`config.mk`:
```
export PLATFORM = sky130hd
export DESIGN_NAME = ahb_lite_master
export DESIGN_NICKNAME = d
export VERILOG_FILES = /design/src/rtl/ahb_lite_master.sv
export SDC_FILE = /design/constraint.sdc
export NUM_CORES = 1
export LEC_CHECK = 0
export ABC_AREA = 1
export CAP_MARGIN = 25
export CORE_UTILIZATION = 39
export CTS_CLUSTER_SIZE = 10
export DETAILED_ROUTE_END_ITERATION = 16
export PLACE_DENSITY = 0.81
export SYNTH_ARGS = -nofsm -noshare
export SYNTH_HDL_FRONTEND = slang
export SYNTH_SLANG_ARGS = --single-unit
```
`constraint.sdc`:
```
create_clock -name clk -period 5 [get_ports clk]
set_input_delay 1.5 -clock clk [delete_from_list [all_inputs] [get_ports clk]]
set_output_delay 1.5 -clock clk [all_outputs]
set_load 0.01 [all_outputs]
```
`src/rtl/ahb_lite_master.sv`:
```
// Single-transfer AHB-Lite initiator: valid/ready request in, NONSEQ SINGLE on the bus, registered response out.
// Optional wait-state timeout is enabled by defining AHB_MASTER_TIMEOUT_EN.
module ahb_lite_master #(
    parameter int unsigned ADDR_W         = 32,
    parameter int unsigned DATA_W         = 32,
    parameter int unsigned TIMEOUT_CYCLES = 256
) (
    input  logic              clk,
    input  logic              rst,
    input  logic              req_valid,
    output logic              req_ready,
    input  logic              req_write,
    input  logic [ADDR_W-1:0] req_addr,
    input  logic [2:0]        req_size,
    input  logic [DATA_W-1:0] req_wdata,
    output logic              resp_valid,
    output logic [DATA_W-1:0] resp_rdata,
    output logic              resp_err,
    output logic              resp_timeout,
    output logic [ADDR_W-1:0] HADDR,
    output logic [1:0]        HTRANS,
    output logic              HWRITE,
    output logic [2:0]        HSIZE,
    output logic [2:0]        HBURST,
    output logic [3:0]        HPROT,
    output logic              HMASTLOCK,
    output logic [DATA_W-1:0] HWDATA,
    input  logic [DATA_W-1:0] HRDATA,
    input  logic              HREADY,
    input  logic              HRESP
);
    localparam logic [1:0] HTRANS_IDLE   = 2'b00;
    localparam logic [1:0] HTRANS_NONSEQ = 2'b10;

    typedef enum logic [1:0] {S_IDLE, S_ADDR, S_DATA, S_RESP} state_e;

    state_e            state_q, state_d;
    logic              req_ready_q, req_ready_d;
    logic [1:0]        htrans_q, htrans_d;
    logic [ADDR_W-1:0] haddr_q, haddr_d;
    logic              hwrite_q, hwrite_d;
    logic [2:0]        hsize_q, hsize_d;
    logic [DATA_W-1:0] hwdata_q, hwdata_d;
    logic [DATA_W-1:0] wdata_q, wdata_d;
    logic              resp_valid_q, resp_valid_d;
    logic [DATA_W-1:0] resp_rdata_q, resp_rdata_d;
    logic              resp_err_q, resp_err_d;
    logic              illegal_c;

`ifdef AHB_MASTER_TIMEOUT_EN
    localparam int unsigned TO_W = $clog2(TIMEOUT_CYCLES + 1);
    logic [TO_W-1:0] to_cnt_q, to_cnt_d;
    logic            resp_timeout_q, resp_timeout_d;
`endif

    // Requests the bus cannot express: oversize or not naturally aligned.
    always_comb begin
        illegal_c = (req_size > 3'd2)
                 || ((req_size == 3'd1) && req_addr[0])
                 || ((req_size == 3'd2) && (req_addr[1:0] != 2'b00));
    end

    always_comb begin
        state_d      = state_q;
        req_ready_d  = req_ready_q;
        htrans_d     = htrans_q;
        haddr_d      = haddr_q;
        hwrite_d     = hwrite_q;
        hsize_d      = hsize_q;
        hwdata_d     = hwdata_q;
        wdata_d      = wdata_q;
        resp_valid_d = 1'b0;
        resp_rdata_d = resp_rdata_q;
        resp_err_d   = 1'b0;
`ifdef AHB_MASTER_TIMEOUT_EN
        to_cnt_d       = to_cnt_q;
        resp_timeout_d = 1'b0;
`endif
        case (state_q)
            S_IDLE: begin
                if (req_valid && req_ready_q) begin
                    req_ready_d = 1'b0;
                    if (illegal_c) begin
                        state_d      = S_RESP;
                        resp_valid_d = 1'b1;
                        resp_err_d   = 1'b1;
                    end else begin
                        state_d  = S_ADDR;
                        htrans_d = HTRANS_NONSEQ;
                        haddr_d  = req_addr;
                        hwrite_d = req_write;
                        hsize_d  = req_size;
                        wdata_d  = req_wdata;
`ifdef AHB_MASTER_TIMEOUT_EN
                        to_cnt_d = '0;
`endif
                    end
                end
            end
            S_ADDR: begin
                if (HREADY) begin
                    state_d  = S_DATA;
                    htrans_d = HTRANS_IDLE;
                    hwdata_d = hwrite_q ? wdata_q : '0;
                end
            end
            S_DATA: begin
                // First cycle of a two-cycle ERROR is just another wait state here.
                if (HREADY) begin
                    state_d      = S_RESP;
                    hwdata_d     = '0;
                    resp_valid_d = 1'b1;
                    resp_rdata_d = hwrite_q ? '0 : HRDATA;
                    resp_err_d   = HRESP;
                end
            end
            S_RESP: begin
                state_d     = S_IDLE;
                req_ready_d = 1'b1;
            end
            default: state_d = S_IDLE;
        endcase
`ifdef AHB_MASTER_TIMEOUT_EN
        // Wait states in either phase accumulate toward the abort threshold.
        if (((state_q == S_ADDR) || (state_q == S_DATA)) && !HREADY) begin
            to_cnt_d = to_cnt_q + TO_W'(1);
            if (to_cnt_q == TO_W'(TIMEOUT_CYCLES - 1)) begin
                state_d        = S_RESP;
                htrans_d       = HTRANS_IDLE;
                hwdata_d       = '0;
                resp_valid_d   = 1'b1;
                resp_err_d     = 1'b1;
                resp_timeout_d = 1'b1;
            end
        end
`endif
    end

    always_ff @(posedge clk or posedge rst) begin
        if (rst) begin
            state_q      <= S_IDLE;
            req_ready_q  <= 1'b1;
            htrans_q     <= HTRANS_IDLE;
            haddr_q      <= '0;
            hwrite_q     <= 1'b0;
            hsize_q      <= 3'd0;
            hwdata_q     <= '0;
            wdata_q      <= '0;
            resp_valid_q <= 1'b0;
            resp_rdata_q <= '0;
            resp_err_q   <= 1'b0;
`ifdef AHB_MASTER_TIMEOUT_EN
            to_cnt_q       <= '0;
            resp_timeout_q <= 1'b0;
`endif
        end else begin
            state_q      <= state_d;
            req_ready_q  <= req_ready_d;
            htrans_q     <= htrans_d;
            haddr_q      <= haddr_d;
            hwrite_q     <= hwrite_d;
            hsize_q      <= hsize_d;
            hwdata_q     <= hwdata_d;
            wdata_q      <= wdata_d;
            resp_valid_q <= resp_valid_d;
            resp_rdata_q <= resp_rdata_d;
            resp_err_q   <= resp_err_d;
`ifdef AHB_MASTER_TIMEOUT_EN
            to_cnt_q       <= to_cnt_d;
            resp_timeout_q <= resp_timeout_d;
`endif
        end
    end

    assign req_ready  = req_ready_q;
    assign resp_valid = resp_valid_q;
    assign resp_rdata = resp_rdata_q;
    assign resp_err   = resp_err_q;
`ifdef AHB_MASTER_TIMEOUT_EN
    assign resp_timeout = resp_timeout_q;
`else
    assign resp_timeout = 1'b0;
`endif
    assign HADDR     = haddr_q;
    assign HTRANS    = htrans_q;
    assign HWRITE    = hwrite_q;
    assign HSIZE     = hsize_q;
    assign HWDATA    = hwdata_q;
    assign HBURST    = 3'b000;
    assign HPROT     = 4'b0011;
    assign HMASTLOCK = 1'b0;

endmodule

```
Word-level counts from Yosys, hierarchy flattened
Index checks and enable logic that the tools add are counted.

word-level totals
  register bits after elaboration = 139
  logic and storage cells = 60

operators by class
  order comparisons = 1
  reductions and logical operators = 16
  bitwise operators = 1
  muxes and demuxes = 22
  equal/unequal tests = 9

operators with widths
  operator                                            number
  two-way mux 32 bit                                  4
  one-hot mux 32 bit (2 select lines)                 1
  two-way mux 2 bit                                   7
  AND reduction 3 bit                                 3
  inequality test 2 bit, second input constant        4
  one-hot mux 2 bit (4 select lines)                  1
  nonzero test 2 bit                                  4
  one-hot mux 1 bit (2 select lines)                  3
  two-way mux 1 bit                                   5
  == test 2 bit, second input constant                2
  one-hot mux 2 bit (2 select lines)                  1
  AND reduction 2 bit                                 2
  AND reduction 4 bit                                 1
  == test 3 x 1 -> 1 bit, second input constant       1
  == test 3 x 2 -> 1 bit, second input constant       1
  > comparator 3 x 2 -> 1 bit, second input constant  1
  logical AND 1 bit                                   3
  == test 2 x 1 -> 1 bit, second input constant       1
  logical NOT 2 bit                                   1
  logical OR 1 bit                                    2
  NOT 1 bit                                           1

Logic depth before layout (Yosys ltp)
Gate-level depths: netlist of run 1.

  depth after elaboration = 7
  mapped depth = 10

Worst setup path before layout of run 1
Ideal clock, no wire load.

  path type = in2reg
  from = input port req_size[0]
  to = register wdata_q[0]
  data arrival time = 2.262 ns
  cell stages on the path = 8
  setup time = 0.116 ns
  path slack = 2.622 ns
  cell sequence = nor2_1 > nand2_1 > nand2_1 > nand3_4 > buf_2 > buf_2 > nand2_1 > nand2_1

on the way
  longest elaborated chain between the ends = 6
  elaborated cells between the ends (all ways) = 9
  those cells by class = order compare (1); eq/ne (2); bitwise (1); reduce/logical (5)

ends and longest elaborated chain
  item                                                                                 line  text
  start: declaration                                                                   14    input logic [2:0] req_size,
  parallel branches: the longest is 3 deep, another holds > comparator 3 x 2 -> 1 bit  -
  logical OR 1 bit *                                                                   60    || ((req_size == 3'd2) && (req_addr[1:0] != 2'b00));
  NOT 1 bit (no source line) *                                                         -
  AND reduction 3 bit (no source line) *                                               -
  end signal: assignment                                                               164   wdata_q <= wdata_d;
  end: declaration                                                                     44    logic [DATA_W-1:0] wdata_q, wdata_d;

Every way passes the cells marked *.
A chain may end at the register's enable or synchronous reset.

Worst setup path after layout of run 1
  from = register req_ready_q (netlist: req_ready)
  to = output port req_ready

RTL lines
  item                      line  text
  start: declaration        38    logic req_ready_q, req_ready_d;
  start signal: assignment  158   req_ready_q <= req_ready_d;
  end: declaration          11    output logic req_ready,

No word-level cell between the ends.

==> qor.txt, run 1 <==
Total die area -> 14,800 um2
Worst slack, placed -> 1.68 ns
Hold_sp -> HADDR[8]
Setup CP Type -> reg -> out
Endpoints failing setup -> 0
Peak Freq -> 0.333 GHz
Largest net degree at the start of global routing -> 98
Peak VDD IR -> 0.193 mV
Worst flop-to-flop path startpoint -> HWRITE
Gpl congestion -> 0.778
Synthesis-to-finish area growth -> 51.1%
Avg Inst Size Synth -> 8.87 um2
Htree depth -> 4
Sequential share of the synthesized area -> 0.619
Startpoint Class -> flip-flop
Initial antenna violation count -> 0
DR DRC count -> 0
Worst Max-Slew Pin Slew -> 0.967 ns
WP data required -> 3.50 ns
CTS Hold Buffers Added -> 0
Clk pin slew, worst setup/hold paths -> 0.06 ns
Tmin final -> 3.01 ns
Register bit total from synthesis -> 138
Vias in the first global route -> 4,678
Crit path buffers/inverters -> 1
Post-CTS Setup Repair Bufs -> 0
Worst EP arrival -> 1.51 ns
Max_slew headroom -> 0.351
Max stage delay cell, worst path -> dfstp_2
Vias/cell -> 4.74
Run status -> finished clean
Via Count -> 4,837
CTS-repair resized insts -> 0
Pre-Repair DR Iteration Count -> 4
I/O Buffers -> 208
Total Wirelength -> 14.5 mm
Clock Latency Late Sink -> 0.41 ns
PnR worst setup slack -> 1.99 ns
Num CTS Buffers -> 17
Crit path max-delay family -> flip-flops
Leak -> 4.14 nW
Unrepaired setup endpoints after global routing -> false
Post-Route Setup TNS -> 0 ns
Die height -> 122 um
Max-Cap Viols -> 0
Longest Clk Path Bufs -> 2
Core ar. -> 13,900 um2
Post-Syn Instances -> 629
Initial Utilization -> 0.400
Netlist cell types -> 20
Most frequent cells in the layout -> nand2_1, clkdlybuf4s50_1, dfrtp_1, nand3_1, o21ai_0
Share of post-route cells with drive strength above 1 -> 0.0560
Gr ovfl total -> 0
Row cnt -> 43
Nets -> 936
Biggest cell delay along the critical path -> 0.56 ns
CTS tree -> yes
Fin. Hold Viols -> 0
Pins Over Slew Limit -> 0
Hold crit path type -> reg -> reg
Antenna cells -> 0
Routed Antenna Nets -> 0
PD cells -> 306 nW/um2
First-pass GRT wire length -> 23.3 mm
Starting DRT DRC Count -> 258
CP cell instances -> clkdlybuf4s50_1
Clock sinks -> 138
GRT Overall Usage -> 0.205
Die Span X -> 122 um
Worst Clk Skew -> 0.00865 ns
Share of Yosys cell area claimed by the top area cell type -> 0.614
DP Wirelength -> 9.62 mm
Crit end category -> primary output
Max Fanout on Critical Path -> 4
Synth area leader -> dfrtp_1
YS warnings -> 0
WL per Instance -> 14.2 um
Top cells by area, synth -> dfrtp_1, nand2_1, nand3_1, o21ai_0, buf_4
Leading cell type in the layout, fill and taps excluded -> nand2_1
Fin crit share -> 0.601
Mapped Area -> 5580 um2
Root buffer cell -> clkbuf_16
Crit. Startpoint -> req_ready
# IOs -> 219
==> final timing paths <==
path                                   to  slack [ns]  depth (start not counted)
max                             req_ready        1.99                          1
min                              HADDR[8]        0.47                          2
max reg2reg                    HWDATA[11]        2.95                          5
min reg2reg                      HADDR[8]        0.47                          2
max in group asynchronous     wdata_q[11]        2.86                          3
min in group asynchronous  resp_rdata[15]        1.52                          3
==> cell type report <==
class / instances / area (um2)
tap: 180 / 225
sequential: 138 / 3450
multi-input combinational: 440 / 1850
inverter: 13 / 52.6
clock buffer: 22 / 484
clock inverter: 10 / 163
timing repair buffer: 217 / 2200
fill: 1189 / 5500
==> state kept, by name (all words and copies together) (netlist names) <==
register,count
HWRITE,1
wdata_q,32
resp_err,1
HWDATA,32
resp_rdata,32
HSIZE,3
state_q,2
HTRANS,1
resp_valid,1
HADDR,32
req_ready,1
==> per-layer routing <==
layer  global-route usage  part of all wire  up-vias
met3               0.0735             0.080        8
met4               0.0556            0.0074        0
met1                0.251              0.42     2295
met2                0.340              0.49      175
met5                    0                 0        -
li1                     -                 -     2359
==> logic make-up (layout without fill, tap and decap cells) <==
family	count (synthesis)	after routing	synth area share
other	2	10	0.00135
and+or+nand+nor	386	386	0.277
adders and majority gates	4	4	0.00897
AOI/OAI and AO/OA	40	40	0.0370
buffers and inverters	59	262	0.0563
DFF	138	138	0.619
==> per-stage QoR <==
step                      cells  cell area, um2  utilization  total power [mW]  hold slack [ns]
final                      1020            8430        0.605              2.58            0.473
after global routing       1020            8430        0.605              2.67            0.494
after CTS                  1019            8410        0.603              2.61            0.481
after detailed placement    987            7760        0.557              1.25            0.465
after global placement      985            7710        0.553              1.25            0.460
after floorplan             637            5610            -              1.17            0.450
==> report_power, final <==
part,switching [mW],internal (mW)
logic,0.0412,0.0748
clock network,0.462,0.889
registers,0,1.12
total,0.503,2.08
==> worst reg2reg max path, stage by stage, from the launching register on <==
cell and delay (ns):
dfrtp_1 0.34, clkinv_1 0.75, nor2_2 0.28, buf_4 0.38, nand3_1 0.15, nand2_1 0.07
==> Yosys cell counts, drive strengths merged <==
cell and count:
a21oi 3, a22o 1, buf 29, clkbuf 17, clkinv 1, conb 2, dfrtp 137, dfstp 1
ha 4, inv 12, nand2 313, nand3 68, nor2 4, nor3 1, o21ai 35, o21bai 1
Note: power is estimated with default switching activity, not from simulation.
==> run 2, diff against run 1 <==
--- a/config.mk
+++ b/config.mk
@@ -7,10 +7,10 @@
 export LEC_CHECK = 0
 export ABC_AREA = 1
 export CAP_MARGIN = 25
-export CORE_UTILIZATION = 39
+export CORE_UTILIZATION = 44
 export CTS_CLUSTER_SIZE = 10
 export DETAILED_ROUTE_END_ITERATION = 16
-export PLACE_DENSITY = 0.81
+export PLACE_DENSITY = 0.86
 export SYNTH_ARGS = -nofsm -noshare
 export SYNTH_HDL_FRONTEND = slang
 export SYNTH_SLANG_ARGS = --single-unit
==> constraint.sdc (replaced) <==
create_clock -name clk -period 2.9 [get_ports clk]
set_input_delay 0.87 -clock clk [delete_from_list [all_inputs] [get_ports clk]]
set_output_delay 0.87 -clock clk [all_outputs]
set_load 0.01 [all_outputs]
==> run 2 against run 1 <==
Net effect:
- combinational power is 76% higher
- largest cell class unchanged
- critical endpoint unchanged
- clock skew hardly changed
- via count hardly changed
- power is 65% higher
- sequential share of layout area is 0.20 points higher
- critical path type unchanged
==> qor.txt, run 2 (synthesis results as in run 1) <==
GRT Overall Usage -> 0.233 (was 0.205)
Largest net degree at the start of global routing -> 69 (was 98)
Fin crit share -> 0.818
Nets -> 939 (was 936)
Via Count -> 4,841 (was 4,837)
Starting DRT DRC Count -> 334 (was 258)
DP Wirelength -> 9.83 mm (was 9.62 mm)
Fin. Hold Viols -> 0 (unchanged)
Total die area -> 13,100 um2 (was 14,800 um2)
Post-CTS Setup Repair Bufs -> 0 (unchanged)
RR Endpoint -> wdata_q[17] (was HWDATA[11])
Gpl congestion -> 0.805 (was 0.778)
Fillers -> 937 (was 1,189)
Num CTS Buffers -> 17 (unchanged)
Peak Freq -> 0.421 GHz
CTS Hold Buffers Added -> 0 (unchanged)
Comb pwr share -> 0.048 (was 0.045)
Peak VDD IR -> 0.336 mV (was 0.193 mV)
R2R depth -> 9 (was 5)
Worst flop-to-flop path startpoint -> state_q[0] (was HWRITE)
Design Power -> 4.27 mW (was 2.58 mW)
Setup CP Type -> reg -> out (unchanged)
Share of post-route cells with drive strength above 1 -> 0.0569 (was 0.0560)
Part of the power in registers -> 0.451 (was 0.432)
Worst EP arrival -> 1.50 ns (was 1.51 ns)
WP data required -> 2.03 ns (was 3.50 ns)
Crit path max-delay family -> flip-flops (unchanged)
Biggest cell delay along the critical path -> 0.55 ns (was 0.56 ns)
Worst Clk Skew -> 0.00896 ns (was 0.00865 ns)
Vias/cell -> 4.79 (was 4.74)
Crit path buffers/inverters -> 1 (unchanged)
Vias in the first global route -> 4,869 (was 4,678)
Endpoints failing setup -> 0 (unchanged)
Hold crit path type -> reg -> reg (unchanged)
Total Wirelength -> 14.4 mm (was 14.5 mm)
Max-Cap Viols -> 0 (unchanged)
CTS tree -> yes (unchanged)
Post-Route Setup TNS -> 0 ns (unchanged)
Clk pin slew, worst setup/hold paths -> 0.06 ns (about the same)
Net Switching -> 837 uW (was 503 uW)
Max stage delay cell, worst path -> dfstp_2 (unchanged)
Startpoint Class -> flip-flop (unchanged)
DR DRC count -> 0 (unchanged)
CP cell instances -> clkdlybuf4s50_1 (unchanged)
Die Span X -> 115 um (was 122 um)
Sw frac -> 0.196 (was 0.195)
First-pass GRT wire length -> 23.6 mm (was 23.3 mm)
Row cnt -> 40 (was 43)
Clk pwr share -> 0.501 (was 0.523)
PD cells -> 509 nW/um2 (was 306 nW/um2)
R2R Setup Slk -> 1.20 ns (was 2.95 ns)
Core ar. -> 12,200 um2 (was 13,900 um2)
Die height -> 115 um (was 122 um)
Longest Clk Path Bufs -> 2 (unchanged)
Internal Power -> 3.43 mW (was 2.08 mW)
Pins Over Slew Limit -> 0 (unchanged)
I/O Buffers -> 208 (unchanged)
Clock Latency Late Sink -> 0.40 ns (was 0.41 ns)
Tmin final -> 2.37 ns
Clock sinks -> 138 (unchanged)
Root buffer cell -> clkbuf_16 (unchanged)
Hold_sp -> wdata_q[15] (was HADDR[8])
Most frequent cells in the layout -> nand2_1, clkdlybuf4s50_1, dfrtp_1, nand3_1, o21ai_0 (unchanged)
Leading cell type in the layout, fill and taps excluded -> nand2_1 (unchanged)
Pre-Repair DR Iteration Count -> 4 (unchanged)
Hold Path Cell Cnt -> 2 (unchanged)
Routed Antenna Nets -> 0 (unchanged)
Initial Utilization -> 0.459 (was 0.400)
Hold endpoint -> wdata_q[15] (was HADDR[8])
Final hold slack -> 0.480 ns (was 0.473 ns)
# IOs -> 219 (unchanged)
Run status -> finished clean (unchanged)
Synthesis-to-finish area growth -> 50.4% (was 51.1%)
Initial antenna violation count -> 0 (unchanged)
Gr ovfl total -> 0 (unchanged)
Htree depth -> 4 (unchanged)
Antenna cells -> 0 (unchanged)
WL per Instance -> 14.2 um (about the same)
Crit end category -> primary output (unchanged)
CTS-repair resized insts -> 0 (unchanged)
Unrepaired setup endpoints after global routing -> false (unchanged)
Max Fanout on Critical Path -> 4 (unchanged)
Leak -> 4.13 nW (was 4.14 nW)
-- run 2: worst max-delay path by stage --
stage	depth (start not counted)	to	startpoint
global placement	8	HWRITE	req_size[0]
detailed placement	9	wdata_q[4]	req_size[0]
global route	1	req_ready	req_ready
CTS	1	req_ready	req_ready
finish	1	req_ready	req_ready
floorplan	1	HADDR[0]	rst
-- run 2: metal layers --
metal  wire [um]  track usage  vias to the layer above  share of wire
li1            -            -                     2361              -
met3        1080       0.0757                       10          0.075
met5           0            0                        -              0
met2        7160        0.396                      173           0.50
met4         152       0.0632                        0          0.011
met1        6000        0.285                     2297           0.42
-- run 2: area by class of cell --
class                   instances  area (um2)  share of cell area
flip-flops and latches        138        3450               0.412
repair buffers                220        2230               0.266
inverters                      13        52.6             0.00626
clock buffers                  25         505              0.0602
well taps                     168         210              0.0250
multi-input cells             440        1850               0.220
clock inverters                 7        87.6              0.0104
-- run 2: metrics by stage --
step                area (um2)  utilization  instances  worst slack, ns
floorplan                 5610            -        637            0.310
global placement          7800        0.641        979            0.664
detailed placement        7800        0.641        979            0.628
CTS                       8390        0.690       1011            0.510
global route              8390        0.690       1011            0.473
finish                    8390        0.690       1011            0.527
-- run 2: power groups by stage --
stage / Sequential [mW] / Combinational [mW] / Clock (mW)
after detailed placement: 1.96 / 0.207 / 0
after CTS: 1.93 / 0.207 / 2.18
after global placement: 1.96 / 0.207 / 0
after global routing: 1.93 / 0.222 / 2.28
after floorplan: 1.96 / 0.0493 / 0
final: 1.93 / 0.204 / 2.14
==> run 3, diff against run 2 <==
==> constraint.sdc (replaced) <==
create_clock -name clk -period 2.4 [get_ports clk]
set_input_delay 0.72 -clock clk [delete_from_list [all_inputs] [get_ports clk]]
set_output_delay 0.72 -clock clk [all_outputs]
set_load 0.01 [all_outputs]
==> run 3 against run 2 <==
Net effect:
- non-clock buffer count stayed put
- sequential power is 21% higher
- routed wire length is 1.8% higher
- sequential cell count stayed put
- clock skew is 0.0023 ns lower
- utilization is 0.36 points higher
- die area stayed put
- combinational power is 19% higher
- largest power group unchanged
- clock power is 28% higher
==> qor.txt, run 3 (synthesis results as in run 1) <==
Run status -> finished clean (unchanged)
Combined area of the multi-input logic cells -> 1850 um2 (unchanged)
I/O Buffers -> 208 (unchanged)
DR DRC count -> 0 (unchanged)
Longest Clk Path Bufs -> 2 (unchanged)
WL per Instance -> 14.5 um (was 14.2 um)
Synthesis-to-finish area growth -> 51.2% (was 50.4%)
Fin crit share -> 0.922
Initial Utilization -> 0.459 (unchanged)
Hold endpoint -> HSIZE[2] (was wdata_q[15])
Peak Freq -> 0.452 GHz
Clk pin slew, worst setup/hold paths -> 0.06 ns (about the same)
Via Count -> 4,888 (was 4,841)
Post-CTS Setup Repair Bufs -> 0 (unchanged)
Clock sinks -> 138 (unchanged)
Tmin final -> 2.21 ns
Leak -> 4.13 nW (about the same)
R2R depth -> 9 (unchanged)
Starting DRT DRC Count -> 319 (was 334)
Total die area -> 13,100 um2 (unchanged)
Peak VDD IR -> 0.382 mV (was 0.336 mV)
Antenna cells -> 0 (unchanged)
CTS Hold Buffers Added -> 0 (unchanged)
CTS tree -> yes (unchanged)
Fin. Hold Viols -> 0 (unchanged)
Hold Path Cell Cnt -> 2 (unchanged)
GRT Overall Usage -> 0.232 (was 0.233)
Worst EP arrival -> 1.49 ns (was 1.50 ns)
Worst Clk Skew -> 0.00667 ns (was 0.00896 ns)
Hold crit path type -> reg -> reg (unchanged)
PD cells -> 630 nW/um2 (was 509 nW/um2)
CP cell instances -> clkdlybuf4s50_1 (unchanged)
Crit path buffers/inverters -> 1 (unchanged)
Biggest cell delay along the critical path -> 0.55 ns (about the same)
Die height -> 115 um (unchanged)
Pre-Repair DR Iteration Count -> 4 (unchanged)
R2R Setup Slk -> 0.64 ns (was 1.20 ns)
DP Wirelength -> 9.78 mm (was 9.83 mm)
Worst slack, placed -> 0.187 ns (was 0.628 ns)
Pins Over Slew Limit -> 0 (unchanged)
Die Span X -> 115 um (unchanged)
First-pass GRT wire length -> 23.5 mm (was 23.6 mm)
RR Endpoint -> wdata_q[19] (was wdata_q[17])
PnR worst setup slack -> 0.187 ns (was 0.527 ns)
Gpl congestion -> 0.801 (was 0.805)
Hold_sp -> HSIZE[2] (was wdata_q[15])
Final hold slack -> 0.476 ns (was 0.480 ns)
Crit end category -> primary output (unchanged)
Max Fanout on Critical Path -> 4 (unchanged)
Worst flop-to-flop path startpoint -> state_q[0] (unchanged)
Setup CP Type -> reg -> out (unchanged)
Core ar. -> 12,200 um2 (unchanged)
WP data required -> 1.68 ns (was 2.03 ns)
Crit path max-delay family -> flip-flops (unchanged)
Most frequent cells in the layout -> nand2_1, clkdlybuf4s50_1, dfrtp_1, nand3_1, o21ai_0 (unchanged)
Share of post-route cells with drive strength above 1 -> 0.0571 (was 0.0569)
Initial antenna violation count -> 0 (unchanged)
Row cnt -> 40 (unchanged)
Gr ovfl total -> 0 (unchanged)
Vias in the first global route -> 5,006 (was 4,869)
Largest net degree at the start of global routing -> 72 (was 69)
CTS-repair resized insts -> 0 (unchanged)
Leading cell type in the layout, fill and taps excluded -> nand2_1 (unchanged)
Fillers -> 938 (was 937)
Design Power -> 5.31 mW (was 4.27 mW)
Unrepaired setup endpoints after global routing -> false (unchanged)
# IOs -> 219 (unchanged)
Startpoint Class -> flip-flop (unchanged)
Num CTS Buffers -> 17 (unchanged)
Routed Antenna Nets -> 0 (unchanged)
Total Wirelength -> 14.7 mm (was 14.4 mm)
Endpoints failing setup -> 0 (unchanged)
Nets -> 939 (unchanged)
Max-Cap Viols -> 0 (unchanged)
Htree depth -> 4 (unchanged)
Root buffer cell -> clkbuf_16 (unchanged)
Clock Latency Late Sink -> 0.40 ns (about the same)
Max stage delay cell, worst path -> dfstp_2 (unchanged)
Vias/cell -> 4.84 (was 4.79)
Flip-flop and latch area -> 3450 um2 (unchanged)
[run 3: cell count changes in the layout (fill, tap and decap cells not counted), sizes merged]
cell	change
clkbuf	-5
clkinvlp	+3
bufinv	+2
inv	+1
clkinv	-3
[run 3: worst min-delay path, cell delays in order, from the launching register on]
cell	delay, ns
dfrtp_1	0.35
nand2_1	0.06
inv_1	0.04
[run 3: report_power, final]
| part | internal (mW) | switching [mW] |
|---|---|---|
| Combinational | 0.156 | 0.0863 |
| Clock | 1.79 | 0.955 |
| Sequential | 2.33 | 0 |
[run 3: layout make-up]
type                       count  area share
clock buffer                  20      0.0541
sequential                   138       0.410
clock inverter                10      0.0199
tap                          168      0.0249
multi-input combinational    440       0.219
inverter                      13     0.00623
timing repair buffer         220       0.266
[run 3: worst max path at each step]
stage / to / startpoint / slack, ns / depth (start not counted)
after detailed placement: wdata_q[19] / req_size[0] / 0.19 / 9
after global routing: req_ready / req_ready / 0.15 / 1
after global placement: HADDR[10] / req_size[0] / 0.24 / 9
final: req_ready / req_ready / 0.19 / 1
after floorplan: HADDR[0] / rst / -0.04 / 1
after CTS: req_ready / req_ready / 0.16 / 1
[run 3: metrics by stage]
stage / instances / area (um2) / util / TNS [ns]
4_1_cts: 1009 / 8440 / 0.694 / 0
2_1_floorplan: 637 / 5610 / - / -5.52
3_3_place_gp: 979 / 7810 / 0.642 / 0
3_5_place_dp: 979 / 7810 / 0.642 / 0
6_report: 1009 / 8440 / 0.694 / 0
5_1_grt: 1009 / 8440 / 0.694 / 0
[run 3: routing by layer]
metal  track usage  vias to the layer above  share of wire
li1              -                     2360              -
met1         0.271                     2309           0.40
met2         0.398                      203           0.50
met3        0.0752                       16          0.085
met4        0.0900                        0          0.016
met5             0                        -              0
==> RTL change 1 (config.mk and constraints of run 1) <==
Set the parameter `ADDR_W` to 36 (it was 32).
--- a/src/rtl/ahb_lite_master.sv
+++ b/src/rtl/ahb_lite_master.sv
@@ -1,7 +1,7 @@
 // Single-transfer AHB-Lite initiator: valid/ready request in, NONSEQ SINGLE on the bus, registered response out.
 // Optional wait-state timeout is enabled by defining AHB_MASTER_TIMEOUT_EN.
 module ahb_lite_master #(
-    parameter int unsigned ADDR_W         = 32,
+    parameter int unsigned ADDR_W         = 36,
     parameter int unsigned DATA_W         = 32,
     parameter int unsigned TIMEOUT_CYCLES = 256
 ) (
Interface: changed (resized HADDR and req_addr); port bits go from 219 to 227. No check against the original RTL was run, so the function may have changed too.
==> RTL change 1 against run 1 <==
  * Routed wire length increased by 2.2%
  * Setup slack got worse by 47 ps
  * Core utilization decreased by 0.81 points
  * Total power increased by 3.0%
  * Final area increased by 2.5%
  * Sequential cell count increased by 4
  * Count of clock-buffer cells in the layout decreased by 1
  * Area after synthesis increased by 3.4%
==> RTL change 1: results (changes against run 1) <==
stage;metric;value;unit;change
power;p_comb_frac;0.045;;about the same
setup_path;cp_data_arrival_time;1550;ps;was 1510 ps
setup_path;reg2reg_slack;2730;ps;was 2950 ps
logic_synthesis;synth_common_cells;nand2_1 (325), dfrtp_1 (141), nand3_1 (66);;was nand2_1 (313), dfrtp_1 (137), nand3_1 (67)
cells_and_area;diodes;0;;unchanged
min_path;worstHoldPathType;flop to flop;;unchanged
clocking;cts_post_setup_buffers_inserted;0;;unchanged
clocking;post_cts_resized;0;;unchanged
power;seq_power_share;0.432;;about the same
outcome;status;completed;;unchanged
logic_synthesis;ys_warn_count;0;;unchanged
logic_synthesis;synth_async_sr_flop_share;1.000;;unchanged
cells_and_area;fin_nets;963;;was 936
clocking;cts_buffer_depth;2;;unchanged
setup_path;timing.rr.start;state_q[0]$_DFFE_PP0P_;;was HWRITE$_DFFE_PP0P_
route;drt_iter0_drc;297;;was 258
cells_and_area;drive_above_1_share;0.05568;;was 0.05595
logic_synthesis;ys_seq_area_frac;0.6159;;was 0.6191
timing;worst_slew_pin_slew;872.1;ps;was 966.9 ps
global_routing;grt_max_degree;98;;unchanged
clocking;clkLatencyLatePin;410;ps;about the same
min_path;min_from;HSIZE[2]$_DFFE_PP0P_;;was HADDR[8]$_DFFE_PP0P_
placed_design;port_buffers;216;;was 208
setup_path;reg2regPathDepth;9;;was 5
placed_design;gp_congestion;0.8135;;was 0.7775
placed_design;hpwlAfterDp;10010;um;was 9622 um
setup_path;critPathMaxFanout;4;;unchanged
clocking;ctsRootBufferMaster;clkbuf_16;;unchanged
global_routing;grt_pass1_vias;4919;;was 4678
power;sw_frac_of_total;0.1924;;was 0.1946
setup_path;critPathTopFamily;flip-flops;;unchanged
logic_synthesis;synth.area.top_cells;dfrtp_1 (61%), nand2_1 (21%), nand3_1 (5.7%);;was dfrtp_1 (61%), nand2_1 (21%), nand3_1 (6.0%)
global_routing;grt_pass1_wl;23930;um;was 23330 um
setup_path;max_stage_delay;580;ps;was 560 ps
global_routing;grt_usage;0.2060;;was 0.2046
power;max-vdd-ir-drop;0.1937;mV;was 0.1935 mV
power;p_leak;4.256;nW;was 4.139 nW
logic_synthesis;synth_cell_types;20;;unchanged
route;wirelength;14780;um;was 14450 um
clocking;cts_made_buffers;17;;unchanged
global_routing;antenna_found_initial;0;;unchanged
clocking;clkTransAtPathRegs;60;ps;about the same
route;drtPass1Iterations;4;;unchanged
cells_and_area;largest_reg_flops;36;;
route;vias_per_cell;4.743;;was 4.742
setup_path;crit_slowest_cell;dfstp_2;;unchanged
timing;finalClockSkew;4.286;ps;was 8.648 ps
min_path;min_path_cells;2;;unchanged
timing;whs;473.5;ps;was 473.2 ps
logic_synthesis;synth_flop_cell;dfrtp_1;;unchanged
clocking;h-tree-depth;4;;unchanged
setup_path;rr_endpoint;wdata_q[2]$_DFFE_PP0P_;;was HWDATA[11]$_DFFE_PP0P_
min_path;min_to;HSIZE[2]$_DFFE_PP0P_;;was HADDR[8]$_DFFE_PP0P_
## RTL change 1: per-layer routing
metal	part of all wire	routed length [um]	up-vias	global-route usage
met5	0	0	-	0
met4	0.027	405	0	0.09413
met3	0.076	1121	30	0.06456
met2	0.48	7076	180	0.3323
met1	0.42	6175	2325	0.2522
li1	-	-	2426	-
## RTL change 1: logic make-up (layout without fill, tap and decap cells)
| kind of cell | Yosys count | after routing | share of synthesized area |
|---|---|---|---|
| and+or+nand+nor | 398 | 398 | 0.2755 |
| DFF | 142 | 142 | 0.6159 |
| buffers and inverters | 60 | 268 | 0.06222 |
| AOI/OAI and AO/OA | 40 | 40 | 0.03642 |
| adders and majority gates | 4 | 4 | 0.008671 |
| other | 2 | 10 | 0.001301 |
## RTL change 1: layout make-up
class	instances	area, um^2
flip-flops and latches	142	3555
repair buffers	224	2255
fillers	1268	5834
clock buffers	21	470.5
well taps	184	230.2
inverters	13	52.55
multi-input cells	452	1898
clock inverters	10	183.9
## RTL change 1: worst max-delay path by stage
stage / start / to / cells after the start
global route: req_size[0] / HADDR[22]$_DFFE_PP0P_ / 9
global placement: req_size[0] / wdata_q[15]$_DFFE_PP0P_ / 9
floorplan: rst / HADDR[0]$_DFFE_PP0P_ / 1
detailed placement: req_size[0] / HADDR[2]$_DFFE_PP0P_ / 9
finish: req_ready$_DFFE_PP1P_ / req_ready / 1
CTS: req_ready$_DFFE_PP1P_ / req_ready / 1
## RTL change 1: metrics by stage
step	instance area (um^2)	worst slack [ps]	utilization	cells	power [mW]
6_report	8645	1945	0.5970	1046	2.660
5_1_grt	8645	1729	0.5970	1046	2.755
4_1_cts	8645	1914	0.5970	1046	2.691
3_5_place_dp	7990	1501	0.5518	1015	1.291
3_3_place_gp	7963	1533	0.5499	1014	1.290
2_1_floorplan	5806	1724	-	654	1.199
==> RTL change 2 (config.mk and constraints of run 1) <==
Without the edit above. Remove the register `resp_err_q`: a continuous assignment takes its place, so the output `resp_err` follows one clock earlier.
--- a/src/rtl/ahb_lite_master.sv
+++ b/src/rtl/ahb_lite_master.sv
@@ -148,7 +148,6 @@
             wdata_q      <= '0;
             resp_valid_q <= 1'b0;
             resp_rdata_q <= '0;
-            resp_err_q   <= 1'b0;
 `ifdef AHB_MASTER_TIMEOUT_EN
             to_cnt_q       <= '0;
             resp_timeout_q <= 1'b0;
@@ -164,13 +163,14 @@
             wdata_q      <= wdata_d;
             resp_valid_q <= resp_valid_d;
             resp_rdata_q <= resp_rdata_d;
-            resp_err_q   <= resp_err_d;
 `ifdef AHB_MASTER_TIMEOUT_EN
             to_cnt_q       <= to_cnt_d;
             resp_timeout_q <= resp_timeout_d;
 `endif
         end
     end
+
+    assign resp_err_q = resp_err_d;
 
     assign req_ready  = req_ready_q;
     assign resp_valid = resp_valid_q;
Check against the original RTL: not equivalent (Yosys sat finds a counterexample within 4 cycles, from zero or initial values and one cycle with rst high).
==> RTL change 2 against run 1 <==
  * Routed wire length shrank 1.9%
  * Fmax decreased by 34%
  * Final area shrank 0.58%
  * Total power down 1.2%
  * Sequential cell count decreased by 1
  * Setup slack got worse by 1600 ps
  * Area after synthesis down 0.45%
  * Final cell count unchanged
  * Largest cell class unchanged
  * Largest power group unchanged
==> RTL change 2: results (changes against run 1) <==
stage;metric;value;unit;change
setup_path;crit_path_start;req_addr[0];;was req_ready$_DFFE_PP1P_
logic_synthesis;synth.area.top_cells;dfrtp_1 (61%), nand2_1 (21%), nand3_1 (6.0%);;unchanged
logic_synthesis;ys_warn_count;0;;unchanged
setup_path;reg2regPathDepth;9;;was 5
cells_and_area;buffers;218;;was 217
setup_path;cp_data_arrival_time;3080;ps;was 1510 ps
placed_design;dpl_cell_area;7749;um^2;was 7759 um^2
cells_and_area;drive_above_1_share;0.05714;;was 0.05595
timing;relSlewSlack;0.5264;;was 0.3514
cells_and_area;nClkBuffers;19;;was 22
min_path;min_from;HADDR[31]$_DFFE_PP0P_;;was HADDR[8]$_DFFE_PP0P_
cells_and_area;seq_cells;137;;was 138
placed_design;gp_congestion;0.7845;;was 0.7775
cells_and_area;layout.nonclk_buf_frac;0.2612;;was 0.2611
placed_design;hpwlAfterDp;9508;um;was 9622 um
route;drt_iter0_drc;340;;was 258
setup_path;reg2reg_slack;2900;ps;was 2950 ps
cells_and_area;clk_share;0.07581;;was 0.07671
setup_path;timing.rr.start;state_q[1]$_DFFE_PP0P_;;was HWRITE$_DFFE_PP0P_
setup_path;endpoint;resp_err;;was req_ready
route;drt-wirelength-per-cell;13.90;um;was 14.17 um
setup_path;critPathMaxFanout;3;;was 4
setup_path;start_kind;input port;;was flop
timing;whs;477.1;ps;was 473.2 ps
die;die_area;14730;um^2;was 14790 um^2
cells_and_area;regArea;3430;um^2;was 3455 um^2
logic_synthesis;ys_seq_area_frac;0.6173;;was 0.6191
clocking;clkTransAtPathRegs;60;ps;about the same
route;drtPass1Iterations;5;;was 4
outcome;status;completed;;unchanged
global_routing;grt_pass1_vias;4796;;was 4678
cells_and_area;multi_input_area_share;0.2209;;was 0.2196
route;wirelength;14180;um;was 14450 um
cells_and_area;fillCellCount;1177;;was 1189
logic_synthesis;synth_common_cells;nand2_1 (313), dfrtp_1 (136), nand3_1 (67);;was nand2_1 (313), dfrtp_1 (137), nand3_1 (67)
==> RTL change 2: changes by cell type after synthesis <==
cell and change:
dfrtp_1 -1
==> RTL change 2: cell families after synthesis <==
kind of cell | share of synthesized area
and+or+nand+nor | 0.2786
DFF | 0.6173
buffers and inverters | 0.05653
AOI/OAI and AO/OA | 0.03716
adders and majority gates | 0.009009
other | 0.001352
==> RTL change 2: report_power, final <==
part / switching, mW / internal (mW)
sequential: 0 / 1.11
clock: 0.475 / 0.853
combinational: 0.0405 / 0.0746
==> RTL change 2: routing by layer <==
layer  GRT usage  wire, um  vias to the layer above
met5           0         0                        -
met4     0.07793       238                        0
met3     0.06156      1184                       20
met2      0.3406      6938                      183
met1      0.2450      5818                     2281
li1            -         -                     2353
==> RTL change 2: critical path, cell delays in order <==
cell and delay (ps):
clkdlybuf4s50_1 500, nand2_1 70, nand2_1 50, nand2_1 110, nand2_1 100, nand2_1 130
nand2_1 90, clkdlybuf4s50_1 520
